## src/rtl/fifo_block_pack_pkg.sv

```systemverilog
// fifo_block_pack_pkg: shared default geometry and width helper for the block-packing FIFO
//   FIFO_IN_WH  default narrow word width
//   FIFO_RATIO  default narrow words per wide entry
//   FIFO_DEPTH  default number of stored wide entries
//   clog2       ceiling log2, used for pointer, count and lane-index widths
package fifo_block_pack_pkg;
   localparam int FIFO_IN_WH = 32;
   localparam int FIFO_RATIO = 4;
   localparam int FIFO_DEPTH = 4;
   function automatic int clog2(input int v);
      int r = 0;
      while ((1 << r) < v) r++;
      return r;
   endfunction
endpackage

```

## src/rtl/fifo_block_pack_lane_packer.sv

```systemverilog
// fifo_block_pack_lane_packer: gathers RATIO narrow words into one wide word, lane 0 in the MSBs
//   clk, resetn  clock and asynchronous active-low reset
//   flush        synchronous discard of the partially packed lanes
//   accept       a narrow word is taken this cycle
//   wr_data      the narrow word
//   pack_idx     lanes already held (0..RATIO-1)
//   commit       the accepted word completes a block this cycle
//   word         assembled block: held lanes followed by the live word in the last lane
module fifo_block_pack_lane_packer
   import fifo_block_pack_pkg::*;
#(
   parameter int IN_WH = FIFO_IN_WH,
   parameter int RATIO = FIFO_RATIO,
   localparam int IW = clog2(RATIO),
   localparam int OUT_WH = IN_WH * RATIO
) (
   input  logic              clk,
   input  logic              resetn,
   input  logic              flush,
   input  logic              accept,
   input  logic [IN_WH-1:0]  wr_data,
   output logic [IW-1:0]     pack_idx,
   output logic              commit,
   output logic [OUT_WH-1:0] word
);
   localparam logic [IW-1:0] LAST = IW'(RATIO - 1);
   logic [(RATIO-1)*IN_WH-1:0] held;
   assign commit = accept && pack_idx == LAST;
   // The last lane is never stored: it is taken straight from wr_data at the commit edge.
   assign word = {held, wr_data};
   always_ff @(posedge clk or negedge resetn)
      if (!resetn) begin
         pack_idx <= '0;
         held     <= '0;
      end else if (flush) begin
         pack_idx <= '0;
      end else if (accept) begin
         pack_idx <= commit ? '0 : pack_idx + IW'(1);
         for (int k = 0; k < RATIO - 1; k++)
            if (pack_idx == IW'(k)) held[(RATIO-1-k)*IN_WH-1 -: IN_WH] <= wr_data;
      end
endmodule

```

## src/rtl/fifo_block_pack.sv

```systemverilog
// fifo_block_pack: synchronous FIFO packing RATIO narrow words into each stored wide entry
//   clk, resetn     clock and asynchronous active-low reset
//   flush           synchronous clear of pointers, count, packer and sticky flags
//   wr_en, wr_data  push one narrow word
//   rd_en           pop one wide entry; rd_data/rd_valid appear one cycle later
//   full, empty, almost_full, almost_empty, count   occupancy in committed wide entries
//   pack_idx        narrow words waiting in the packer
//   ovf, udf        sticky write-while-full / read-while-empty
module fifo_block_pack
   import fifo_block_pack_pkg::*;
#(
   parameter int IN_WH = FIFO_IN_WH,
   parameter int RATIO = FIFO_RATIO,
   parameter int DEPTH = FIFO_DEPTH,
   parameter int AF_TH = 3,
   parameter int AE_TH = 1,
   localparam int OUT_WH = IN_WH * RATIO,
   localparam int AW = clog2(DEPTH),
   localparam int CW = AW + 1,
   localparam int IW = clog2(RATIO)
) (
   input  logic              clk,
   input  logic              resetn,
   input  logic              flush,
   input  logic              wr_en,
   input  logic [IN_WH-1:0]  wr_data,
   input  logic              rd_en,
   output logic [OUT_WH-1:0] rd_data,
   output logic              rd_valid,
   output logic              full,
   output logic              empty,
   output logic              almost_full,
   output logic              almost_empty,
   output logic [CW-1:0]     count,
   output logic [IW-1:0]     pack_idx,
   output logic              ovf,
   output logic              udf
);
   localparam logic [CW-1:0] DEPTH_C = CW'(DEPTH);
   localparam logic [CW-1:0] AF_C = CW'(AF_TH);
   localparam logic [CW-1:0] AE_C = CW'(AE_TH);
   logic [OUT_WH-1:0] mem [DEPTH];
   logic [AW-1:0] wr_ptr, rd_ptr;
   logic [OUT_WH-1:0] word;
   logic wr_acc, rd_acc, commit;
   // Flags decode the registered count only, so a same-cycle pop never opens a write slot.
   assign full = count == DEPTH_C;
   assign empty = count == '0;
   assign almost_full = count >= AF_C;
   assign almost_empty = count <= AE_C;
   assign wr_acc = wr_en & ~full & ~flush;
   assign rd_acc = rd_en & ~empty & ~flush;
   fifo_block_pack_lane_packer #(.IN_WH(IN_WH), .RATIO(RATIO)) u_packer (
      .clk      (clk),
      .resetn   (resetn),
      .flush    (flush),
      .accept   (wr_acc),
      .wr_data  (wr_data),
      .pack_idx (pack_idx),
      .commit   (commit),
      .word     (word)
   );
   always_ff @(posedge clk)
      if (commit) mem[wr_ptr] <= word;
   always_ff @(posedge clk or negedge resetn)
      if (!resetn) begin
         rd_data  <= '0;
         rd_valid <= 1'b0;
         count    <= '0;
         wr_ptr   <= '0;
         rd_ptr   <= '0;
         ovf      <= 1'b0;
         udf      <= 1'b0;
      end else if (flush) begin
         rd_valid <= 1'b0;
         count    <= '0;
         wr_ptr   <= '0;
         rd_ptr   <= '0;
         ovf      <= 1'b0;
         udf      <= 1'b0;
      end else begin
         rd_valid <= rd_acc;
         if (rd_acc) begin
            rd_data <= mem[rd_ptr];
            rd_ptr  <= rd_ptr + AW'(1);
         end
         if (commit) wr_ptr <= wr_ptr + AW'(1);
         count <= count + CW'(commit) - CW'(rd_acc);
         ovf   <= ovf | (wr_en & full);
         udf   <= udf | (rd_en & empty);
      end
endmodule
```

## config.mk

```make
export PLATFORM = sky130hd
export DESIGN_NAME = fifo_block_pack
export DESIGN_NICKNAME = d
export VERILOG_FILES = /design/src/rtl/fifo_block_pack_pkg.sv /design/src/rtl/fifo_block_pack_lane_packer.sv /design/src/rtl/fifo_block_pack.sv
export SDC_FILE = /design/constraint.sdc
export NUM_CORES = 1
export LEC_CHECK = 0
export CORE_MARGIN = 3
export CORE_UTILIZATION = 35
export CTS_BUF_LIST = sky130_fd_sc_hd__clkbuf_16
export DETAILED_ROUTE_END_ITERATION = 8
export HOLD_SLACK_MARGIN = 0.05
export PLACE_DENSITY_LB_ADDON = 0.1
export SKIP_LAST_GASP = 1
export SYNTH_ARGS = -nofsm -noshare
export SYNTH_HDL_FRONTEND = slang
export SYNTH_SLANG_ARGS = --single-unit
```

## constraint.sdc

```tcl
create_clock -name clk -period 5.7 [get_ports clk]
set_clock_uncertainty 0.2 [all_clocks]
set_input_delay 1.14 -clock clk [delete_from_list [all_inputs] [get_ports clk]]
set_output_delay 1.14 -clock clk [all_outputs]
set_load 0.005 [all_outputs]
```

[Word-level counts from Yosys, hierarchy flattened]
Memories as Yosys holds them, arrays and structs flattened. A register that Yosys moved wholly into a read port is not among the register bits.
Cells that the tools add are included.
Storage, ports and cells
  bits in registers: 108
  RAM bits: 512
  bits of input ports: 37
  output and inout bits: 140
  logic and storage cells: 57
  memories: 1
Cells by class
  add/subtract/negate cells: 5
  $lt $le $gt $ge: 2
  equality and inequality tests: 4
  multiplexer cells: 13
  bitwise gates (word level): 11
  reductions and logical operators: 11
Memory list
  mem: depth 4, bits a word 128, rd ports 1, clocked after Yosys merged registers in 1, wr ports 1, line fifo_block_pack.sv:42  | logic [OUT_WH-1:0] mem [DEPTH];
Operator list (count)
  2-to-1 mux 2 bit: 7
  AND reduction 3 bit: 3
  adder 2 x 1 -> 2 bit, second input constant: 3
  AND 1 bit: 6
  nonzero test 2 bit: 3
  2-to-1 mux 1 bit: 5
  equality test 2 bit, second input constant: 2
  adder 3 x 1 -> 3 bit: 1
  equality test 3 bit, second input constant: 1
  greater-or-equal comparator 3 x 2 -> 1 bit, second input constant: 1
  <= comparator 3 x 1 -> 1 bit, second input constant: 1
  logical NOT 3 bit: 1
  2-to-1 mux 3 bit: 1
  NOT 1 bit: 3
  subtractor 3 x 1 -> 3 bit: 1
  equality test 2 x 1 -> 1 bit, second input constant: 1
  logical NOT 2 bit: 1
  bitwise OR 1 bit: 2
  AND reduction 2 bit: 1
  logical AND 1 bit: 1
  logical NOT 1 bit: 1

[Longest topological paths before layout]
Gate-level depths: netlist (run 1).
  depth after elaboration: 8
  mapped depth: 12
  depth with buffers taken out: 10

[By module]
A second synthesis (run 1) with hierarchy kept.
Unflattened totals
  cells, all modules: 1249
  area, all modules: 28189.5 µm²
Modules (own cells, without submodules)
  fifo_block_pack: instances 1, cells an instance 997, area an instance 23806.6 µm², seq. area each 18828.1 µm²
  fifo_block_pack_lane_packer: instances 1, cells an instance 252, area an instance 4383.0 µm², seq. area each 2452.4 µm²

[Least setup slack after synthesis (run 1)]
OpenSTA, ideal clock, no wires.
  path type: input to register
  start point: in wr_en
  end point: mem mem[1][0] (netlist bit), enable pin
  library setup time: 0.502 ns
  data arrival time: 4.719 ns
  data required time: 4.998 ns
  slack: 0.279 ns
  stages: 4
  path buffers: 1
  cells stage by stage: nor2b_1 and3_4 buf_6 and2_1
Between the ends
  longest elaborated chain between the ends: 5
Ends and longest elaborated chain
  start, declared: line fifo_block_pack.sv:25  | input logic wr_en,
  AND 1 bit (2 in series): line fifo_block_pack.sv:51  | assign wr_acc = wr_en & ~full & ~flush;
  logical AND 1 bit: line fifo_block_pack_lane_packer.sv:28  | assign commit = accept && pack_idx == LAST;
  2-to-1 mux 1 bit: line fifo_block_pack.sv:64  | if (commit) mem[wr_ptr] <= word;
  2-to-1 mux 1 bit (not written as such): line fifo_block_pack.sv:64
  end, declared: line fifo_block_pack.sv:42
No other way between the ends.

[Worst setup path after layout (run 1)]
  start point: reg count[1]
  end point: out full
Between the ends
  longest elaborated chain between the ends: 1
Ends and longest elaborated chain
  start, declared: line fifo_block_pack.sv:34  | output logic [CW-1:0] count,
  start signal, assigned: line fifo_block_pack.sv:88  | count <= count + CW'(commit) - CW'(rd_acc);
  equality test 3 bit: line fifo_block_pack.sv:47  | assign full = count == DEPTH_C;
  end, declared: line fifo_block_pack.sv:30  | output logic full,
No other way between the ends.

==> results of run 1 <==
per-layer routing:
layer  up-vias  GRT usage  part of all wire
met1      6668      0.214              0.47
met4         0     0.0404             0.016
li1       5364          -                 -
met3        81     0.0238             0.041
met5         -          0                 0
met2       234      0.231              0.48
state kept, by name, indices dropped and copies added, names as in the netlist:
signal / flops
udf: 1
u_packer.pack_idx: 2
count: 3
mem: 512
rd_valid: 1
rd_data: 128
wr_ptr: 2
u_packer.held: 96
rd_ptr: 2
ovf: 1
final timing paths:
| kind | end | from | cells after the start | slack [ps] |
|---|---|---|---|---|
| worst max register to register | rd_data[107] | rd_ptr[0] | 3 | 2780 |
| min in group asynchronous | rd_data[90] | resetn | 1 | 320 |
| max in group asynchronous | rd_data[29] | resetn | 2 | 3780 |
| worst max-delay path | full | count[1] | 3 | 1990 |
| worst min register to register | rd_data[101] | rd_data[101] | 1 | 300 |
| worst min-delay path | rd_data[101] | rd_data[101] | 1 | 300 |
per-stage QoR:
stage	area, um^2	hold WS [ps]	cells
CTS	33200	307	2558
floorplan	27600	271	1221
finish	33200	303	2560
global placement	30600	284	2409
global route	33200	319	2558
detailed placement	30600	291	2409
synthesized netlist by cell type (all sizes together):
| cell | instances | share of area |
|---|---|---|
| a32o | 1 | 0.00036 |
| nor3 | 1 | 0.00036 |
| nand2b | 1 | 0.00023 |
| o21ai | 3 | 0.00054 |
| mux4 | 128 | 0.10 |
| nor2 | 7 | 0.00095 |
| and2 | 4 | 0.00091 |
| buf | 42 | 0.012 |
| a21oi | 4 | 0.00073 |
| o31ai | 1 | 0.00027 |
| or4 | 1 | 0.00027 |
| ha | 13 | 0.0059 |
| nand2 | 2 | 0.00027 |
| fa | 1 | 0.00073 |
| o311ai | 1 | 0.00032 |
| and3 | 1 | 0.00041 |
| nor3b | 2 | 0.00073 |
| mux2 | 225 | 0.092 |
| or3b | 1 | 0.00032 |
| inv | 11 | 0.0015 |
| mux2i | 1 | 0.00036 |
| nand3 | 4 | 0.0013 |
| dfrtp | 236 | 0.21 |
| nor2b | 2 | 0.00045 |
| clkbuf | 13 | 0.0018 |
| xnor2 | 1 | 0.00032 |
| edfxtp | 512 | 0.56 |
| xor2 | 2 | 0.00064 |
worst max-delay path, delay by kind of cell, from the launching register on:
kind,cells,cell delay (ps)
buffers and inverters,2,690
DFF,1,500
and+or+nand+nor,1,570
power breakdown:
part	internal (mW)	switching (mW)	total (mW)
Clock	2.95	2.08	5.03
Sequential	6.99	0.789	7.77
Combinational	1.81	0.967	2.78
Total	11.7	3.83	15.6
kinds of logic after synthesis:
group,after synthesis,synth area share
AND/OR/NAND/NOR,26,0.00617
multiplexers,354,0.197
adder cells (fa/ha/maj),14,0.00662
buffers and inverters,66,0.0156
XOR/XNOR,3,0.000953
AO/OA/AOI/OAI,10,0.00222
flip-flops,748,0.772
cell type report:
cell class	instances	area share
Antenna cell	2	0.000151
Multi-Input combinational cell	407	0.178
Tap cell	1040	0.0392
Clock inverter	66	0.0144
Clock buffer	83	0.0626
Sequential cell	748	0.642
Timing Repair Buffer	203	0.0631
Inverter	11	0.00124
==> impl_results.html, run 1 <==
<table>
<tr><th>Metric</th><th>Value</th></tr>
<tr><th colspan="2">Status</th></tr>
<tr><td>Result of the run</td><td>finished clean</td></tr>
<tr><th colspan="2">Synthesis</th></tr>
<tr><td>Sequential element share of the synthesized area</td><td>0.772</td></tr>
<tr><td>Seq cells post-synth</td><td>~750</td></tr>
<tr><td>Distinct cells, synth</td><td>35</td></tr>
<tr><td>Warning count from the yosys run</td><td>0</td></tr>
<tr><td>Total nets after synthesis</td><td>around 1300</td></tr>
<tr><td>Mean instance size in the synthesized netlist</td><td>between 20 and 25 um^2</td></tr>
<tr><td>Number of instances in the synthesized netlist</td><td>1221</td></tr>
<tr><td>Cell Area, Synth</td><td>roughly 28000 um^2</td></tr>
<tr><th colspan="2">Critical path</th></tr>
<tr><td>CP Data Required Time</td><td>around 4400 ps</td></tr>
<tr><td>Signal arrival time at the worst endpoint</td><td>about 2400 ps</td></tr>
<tr><td>Setup crit end kind</td><td>primary output</td></tr>
<tr><td>Start-to-end type of the worst setup path</td><td>register to primary output</td></tr>
<tr><td>Worst Setup Start Kind</td><td>register</td></tr>
<tr><td>Series of cell instances along the critical path</td><td>or3b_1, inv_1, clkdlybuf4s50_1</td></tr>
<tr><td>Largest fanout on the critical path</td><td>9</td></tr>
<tr><td>Slowest Stage Delay on Critical Path</td><td>570 ps</td></tr>
<tr><td>Worst-path cell with the longest stage delay</td><td>sky130_fd_sc_hd__or3b_1</td></tr>
<tr><th colspan="2">STA</th></tr>
<tr><td>Final Hold Viols</td><td>0</td></tr>
<tr><td>Pins over their slew limit</td><td>0</td></tr>
<tr><td>Finish-stage setup viols</td><td>0</td></tr>
<tr><td>Accumulated negative setup slack</td><td>0 ps</td></tr>
<tr><td>Unrepaired setup endpoints after global routing</td><td>no</td></tr>
<tr><td>Clock period minus worst slack</td><td>between 3000 and 4000 ps</td></tr>
<tr><td>Final WS setup</td><td>between 1500 and 2000 ps</td></tr>
<tr><td>Worst-margin pin slew</td><td>about 1100 ps</td></tr>
<tr><td>Max Fclk</td><td>roughly 270 MHz</td></tr>
<tr><td>Ratio of final minimum period to clock period</td><td>0.651</td></tr>
<tr><td>Slew margin rel.</td><td>0.295</td></tr>
<tr><th colspan="2">Die</th></tr>
<tr><td>Area of the die</td><td>approximately 82000 um^2</td></tr>
<tr><td>Height of the chip</td><td>~290 um</td></tr>
<tr><td>I/O pin cnt</td><td>~180</td></tr>
<tr><td>Std cell rows</td><td>a little over 100</td></tr>
<tr><td>Width of the die</td><td>about 290 um</td></tr>
<tr><td>Starting Density</td><td>0.355</td></tr>
<tr><td>Core box area</td><td>about 80000 um^2</td></tr>
<tr><th colspan="2">Layout</th></tr>
<tr><td>Storage cell area</td><td>21300 um^2</td></tr>
<tr><td>Layout cell share with drive strength beyond 1</td><td>0.273</td></tr>
<tr><td>Final standard cell utilization of the core</td><td>0.427</td></tr>
<tr><td>Number of nets in the finished design</td><td>approximately 1500</td></tr>
<tr><td>Leading cell type in the layout, fill and taps excluded</td><td>sky130_fd_sc_hd__edfxtp_1</td></tr>
<tr><td>Commonest cells after routing, fill and taps aside</td><td>sky130_fd_sc_hd__edfxtp_1, sky130_fd_sc_hd__dfrtp_1, sky130_fd_sc_hd__clkdlybuf4s50_1</td></tr>
<tr><td>Layout-stage area growth over the synthesis result</td><td>20.3%</td></tr>
<tr><td>Fill cells</td><td>between 6000 and 7000</td></tr>
<tr><td>Area used by multi-input combinational logic</td><td>5890 um^2</td></tr>
<tr><th colspan="2">Clock network</th></tr>
<tr><td>Count of clock tree sinks</td><td>around 750</td></tr>
<tr><td>CTS root buf</td><td>sky130_fd_sc_hd__clkbuf_16</td></tr>
<tr><td># hold bufs at CTS</td><td>0</td></tr>
<tr><td>Number of clock buffers inserted by TritonCTS</td><td>80</td></tr>
<tr><td>Largest buffer count on any clock path</td><td>3</td></tr>
<tr><td>CTS-repair resized insts</td><td>0</td></tr>
<tr><td>Clock insertion delay at the later pin of the skew report</td><td>610 ps</td></tr>
<tr><td>CTS tree</td><td>done</td></tr>
<tr><td>Post-CTS Setup Repair Bufs</td><td>0</td></tr>
<tr><td>Total number of H-tree levels</td><td>3</td></tr>
<tr><td>CTS clock-pin slew for the worst setup and hold paths</td><td>around 60 ps</td></tr>
<tr><th colspan="2">Job</th></tr>
<tr><td>Max capacitance violation total</td><td>0</td></tr>
<tr><th colspan="2">Global route</th></tr>
<tr><td>Wire length of the first global-routing pass</td><td>roughly 90000 um</td></tr>
<tr><td>Number of global-route vias before repair</td><td>13100</td></tr>
<tr><td>Maximum number of pins on one net before global-route repair</td><td>around 130</td></tr>
<tr><td>Number of antenna violations at the first check in global routing</td><td>1</td></tr>
<tr><td>Total routing resource utilization after global routing</td><td>0.147</td></tr>
<tr><td>Remaining global-route overflow</td><td>0</td></tr>
<tr><th colspan="2">Route</th></tr>
<tr><td>Routed WL per cell</td><td>roughly 23 um</td></tr>
<tr><td>DR iter-0 viols</td><td>between 700 and 800</td></tr>
<tr><td>Routed Antenna Nets</td><td>0</td></tr>
<tr><td>1st-pass router iterations</td><td>5</td></tr>
<tr><td>Wire length reported by the detailed router</td><td>59800 um</td></tr>
<tr><td>Number of remaining DRC errors</td><td>0</td></tr>
<tr><td>Count of vias placed by the detailed router</td><td>~12000</td></tr>
<tr><td>Via density</td><td>between 4 and 5</td></tr>
<tr><th colspan="2">Hold path</th></tr>
<tr><td>Type of the tightest min-delay check</td><td>register to register</td></tr>
<tr><th colspan="2">Place</th></tr>
<tr><td>Worst slack at placement</td><td>~1500 ps</td></tr>
<tr><td>Number of port buffers</td><td>approximately 180</td></tr>
<tr><td>Detailed Place HPWL</td><td>approximately 34000 um</td></tr>
<tr><td>Last weighted congestion value of the routability-driven placer</td><td>just under 0.7</td></tr>
<tr><th colspan="2">Power</th></tr>
<tr><td>Leakage power</td><td>roughly 12 nW</td></tr>
<tr><td>Ratio of total power to cell area</td><td>about 470 nW/um^2</td></tr>
<tr><td>Worst-case vdd ir drop</td><td>roughly 0.23 mV</td></tr>
<tr><td>Total Power</td><td>15.6 mW</td></tr>
</table>
No activity file was read; power rests on OpenSTA's default activity.
==> run 2: changes to the inputs <==
clock period = 3.55 ns   (was 5.7 ns; I/O delays follow)
==> run 2 against run 1 <==
Hold slack worse by 0.79 ps; routed wire length grew 2.0%; sequential power up 60%; cell area is 0.78% higher; non-clock buffer count increased by 18; clock power up 57%; final cell count increased by 0.66%; first-iteration DRC count up 4.7%; global-route usage increased by 0.38 points; highest routed layer unchanged.
==> impl_results.html, run 2 (synthesized netlist as in run 1, its figures left out) <==
<table>
<tr><th>Metric</th><th>Value</th></tr>
<tr><th colspan="2">Clock network</th></tr>
<tr><td>CTS root buf</td><td>sky130_fd_sc_hd__clkbuf_16</td></tr>
<tr><td>CTS-repair resized insts</td><td>0 (unchanged)</td></tr>
<tr><td>Clock insertion delay at the later pin of the skew report</td><td>610 ps (about the same)</td></tr>
<tr><td>CTS clock-pin slew for the worst setup and hold paths</td><td>60 ps (about the same)</td></tr>
<tr><td>Count of clock tree sinks</td><td>748 (unchanged)</td></tr>
<tr><td>CTS tree</td><td>done</td></tr>
<tr><td>Total number of H-tree levels</td><td>3 (unchanged)</td></tr>
<tr><td>Largest buffer count on any clock path</td><td>3 (unchanged)</td></tr>
<tr><td>Number of clock buffers inserted by TritonCTS</td><td>81 (+1.3%)</td></tr>
<tr><th colspan="2">Layout</th></tr>
<tr><td>Layout cell share with drive strength beyond 1</td><td>0.281 (+0.00768)</td></tr>
<tr><td>Final non-filler cell area</td><td>33400 um^2 (+0.78%)</td></tr>
<tr><td>Number of flip-flops under the largest register name</td><td>512 (unchanged)</td></tr>
<tr><td>Largest regs</td><td>mem: 512 flops, rd_data: 128 flops, u_packer.held: 96 flops</td></tr>
<tr><td>Final instance count without filler cells</td><td>2577 (+0.66%)</td></tr>
<tr><td>Number of nets in the finished design</td><td>1521 (+1.3%)</td></tr>
<tr><td>Layout-stage area growth over the synthesis result</td><td>21.2%</td></tr>
<tr><td>Leading cell type in the layout, fill and taps excluded</td><td>sky130_fd_sc_hd__edfxtp_1</td></tr>
<tr><td>Top reg by flops</td><td>mem</td></tr>
<tr><td>Total inserted antenna cells</td><td>0 (-2)</td></tr>
<tr><td>Commonest cells after routing, fill and taps aside</td><td>sky130_fd_sc_hd__edfxtp_1, sky130_fd_sc_hd__dfrtp_1, sky130_fd_sc_hd__clkdlybuf4s50_1</td></tr>
<tr><td>Fill cells</td><td>6742 (+1.2%)</td></tr>
<tr><td>Final standard cell utilization of the core</td><td>0.430 (+0.00335)</td></tr>
<tr><th colspan="2">STA</th></tr>
<tr><td>Max Fclk</td><td>303 MHz</td></tr>
<tr><td>Worst-margin pin slew</td><td>613 ps (-445 ps)</td></tr>
<tr><td>Accumulated negative setup slack</td><td>0 ps (unchanged)</td></tr>
<tr><td>Unrepaired setup endpoints after global routing</td><td>no</td></tr>
<tr><td>Clock period minus worst slack</td><td>3300 ps</td></tr>
<tr><td>Final Hold Viols</td><td>0 (unchanged)</td></tr>
<tr><td>Ratio of final minimum period to clock period</td><td>0.929</td></tr>
<tr><td>Pins over their slew limit</td><td>0 (unchanged)</td></tr>
<tr><td>Finish-stage setup viols</td><td>0 (unchanged)</td></tr>
<tr><td>Slew margin rel.</td><td>0.592 (+0.296)</td></tr>
<tr><th colspan="2">Route</th></tr>
<tr><td>Count of vias placed by the detailed router</td><td>12500 (+1.3%)</td></tr>
<tr><td>Wire length reported by the detailed router</td><td>61000 um (+2.0%)</td></tr>
<tr><td>Number of remaining DRC errors</td><td>0 (unchanged)</td></tr>
<tr><td>Via density</td><td>4.85 (+0.66%)</td></tr>
<tr><td>Routed Antenna Nets</td><td>0 (unchanged)</td></tr>
<tr><td>1st-pass router iterations</td><td>5 (unchanged)</td></tr>
<tr><td>Routed WL per cell</td><td>23.7 um (+1.3%)</td></tr>
<tr><td>DR iter-0 viols</td><td>764 (+4.7%)</td></tr>
<tr><th colspan="2">Power</th></tr>
<tr><td>Ratio of total power to cell area</td><td>746 nW/um^2 (+59%)</td></tr>
<tr><td>Worst-case vdd ir drop</td><td>0.352 mV (+55%)</td></tr>
<tr><td>Switching component of the power</td><td>6.23 mW (+62%)</td></tr>
<tr><td>Share of power burned in combinational logic</td><td>0.184 (+0.006)</td></tr>
<tr><td>Relative contribution of sequential cells to total power</td><td>0.498 (about the same)</td></tr>
<tr><td>Total Power</td><td>25.0 mW (+60%)</td></tr>
<tr><td>Switching power as a share of total power</td><td>0.249 (+0.00342)</td></tr>
<tr><td>Leakage power</td><td>11.6 nW (+0.81%)</td></tr>
<tr><td>Internal cell power</td><td>18.7 mW (+59%)</td></tr>
<tr><td>Clock group share of total power</td><td>0.317 (-0.006)</td></tr>
<tr><th colspan="2">Critical path</th></tr>
<tr><td>Crit-path leading delay family</td><td>buffers and inverters</td></tr>
<tr><td>Worst Setup Start Kind</td><td>register</td></tr>
<tr><td>Buffering stage count on the worst path with inverters included</td><td>2 (unchanged)</td></tr>
<tr><td>CP Data Required Time</td><td>2640 ps (-1720 ps)</td></tr>
<tr><td>Slowest Stage Delay on Critical Path</td><td>590 ps (+20 ps)</td></tr>
<tr><td>Start-to-end type of the worst setup path</td><td>register to primary output</td></tr>
<tr><td>Signal arrival time at the worst endpoint</td><td>2390 ps (+20 ps)</td></tr>
<tr><td>Setup crit end kind</td><td>primary output</td></tr>
<tr><td>Worst-path cell with the longest stage delay</td><td>sky130_fd_sc_hd__or3b_1</td></tr>
<tr><td>Largest fanout on the critical path</td><td>9 (unchanged)</td></tr>
<tr><td>Series of cell instances along the critical path</td><td>or3b_1, inv_1, clkdlybuf4s50_1</td></tr>
<tr><th colspan="2">Place</th></tr>
<tr><td>Last weighted congestion value of the routability-driven placer</td><td>0.688 (+0.78%)</td></tr>
<tr><td>Detailed Place HPWL</td><td>34500 um (about the same)</td></tr>
<tr><td>Cells after DPL</td><td>2426 (+0.71%)</td></tr>
<tr><td>Instance area at placement</td><td>30900 um^2 (+0.97%)</td></tr>
<tr><td>Number of port buffers</td><td>176 (unchanged)</td></tr>
<tr><th colspan="2">Die</th></tr>
<tr><td>Area of the die</td><td>82200 um^2 (unchanged)</td></tr>
<tr><td>Starting Density</td><td>0.355 (unchanged)</td></tr>
<tr><td>I/O pin cnt</td><td>177 (unchanged)</td></tr>
<tr><td>Height of the chip</td><td>287 um (unchanged)</td></tr>
<tr><td>Width of the die</td><td>287 um (unchanged)</td></tr>
<tr><td>Core box area</td><td>77700 um^2 (unchanged)</td></tr>
<tr><td>Std cell rows</td><td>102 (unchanged)</td></tr>
<tr><th colspan="2">Global route</th></tr>
<tr><td>Number of global-route vias before repair</td><td>13900 (+6.2%)</td></tr>
<tr><td>Total routing resource utilization after global routing</td><td>0.151 (+0.00379)</td></tr>
<tr><td>Maximum number of pins on one net before global-route repair</td><td>71 (-45%)</td></tr>
<tr><td>Number of antenna violations at the first check in global routing</td><td>1 (unchanged)</td></tr>
<tr><td>Wire length of the first global-routing pass</td><td>91800 um (+2.5%)</td></tr>
<tr><td>Remaining global-route overflow</td><td>0 (unchanged)</td></tr>
<tr><th colspan="2">Hold path</th></tr>
<tr><td>Type of the tightest min-delay check</td><td>register to register</td></tr>
<tr><th colspan="2">Status</th></tr>
<tr><td>Result of the run</td><td>finished clean</td></tr>
<tr><th colspan="2">Job</th></tr>
<tr><td>Max capacitance violation total</td><td>0 (unchanged)</td></tr>
</table>
run 2: cell types whose count changed in the layout (fill, tap and decap cells not counted), moves of 3 or more:
cell | before | now
sky130_fd_sc_hd__buf_12 | 10 | 23
sky130_fd_sc_hd__buf_4 | 17 | 21
sky130_fd_sc_hd__bufinv_16 | 7 | 3
sky130_fd_sc_hd__clkinv_1 | 18 | 22
sky130_fd_sc_hd__clkinvlp_4 | 1 | 4
sky130_fd_sc_hd__inv_1 | 30 | 27
run 2: cell type report:
cell class | instances | area (um^2) | share of cell area
clock buffers | 85 | 2130 | 0.0636
clock inverters | 65 | 384 | 0.0115
flip-flops and latches | 748 | 21300 | 0.637
well taps | 1040 | 1300 | 0.0389
multi-input cells | 407 | 5900 | 0.177
repair buffers | 221 | 2390 | 0.0716
inverters | 11 | 41.3 | 0.00123
run 2: power by group through the flow:
| stage | Combinational (mW) | Clock (mW) | Sequential, mW |
|---|---|---|---|
| floorplan | 2.42 | 0 | 12.2 |
| global placement | 4.70 | 0 | 12.6 |
| detailed placement | 4.74 | 0 | 12.7 |
| CTS | 4.76 | 8.18 | 12.5 |
| global route | 5.01 | 8.54 | 12.7 |
| finish | 4.59 | 7.92 | 12.4 |
run 2: through the flow:
step           hold slack, ps  setup slack, ps
4_1_cts                   295              214
3_5_place_dp              294              343
2_1_floorplan             214            -26.7
6_report                  302              253
5_1_grt                   317              143
3_3_place_gp              285              345
run 2: what timing repair did:
| item | 4_1_cts | 5_1_grt |
|---|---|---|
| endpoints found under the hold margin | 52 | 0 |
| hold buffers | 1 | 0 |
| buffers inserted | 0 | 0 |
run 2: worst paths after layout:
check	start	endpoint	slack, ps	cells after the start
max in group asynchronous	resetn	rd_ptr[1]	1920	3
worst min register to register	rd_data[91]	rd_data[91]	300	1
worst max-delay path	count[1]	full	250	3
worst max register to register	count[1]	count[2]	780	10
worst min-delay path	rd_data[91]	rd_data[91]	300	1
min in group asynchronous	resetn	rd_data[27]	480	2
run 2: routing by layer:
layer,up-vias,part of all wire,track usage
li1,5411,-,-
met1,6785,0.44,0.200
met2,234,0.50,0.253
met3,81,0.044,0.0333
met4,0,0.019,0.0406
met5,-,0,0
==> run 3: changes to the inputs <==
ABC_AREA = 0   (was not set)
==> results of run 3 <==
No change in the layout: final DEF, timing and power equal those of run 2.
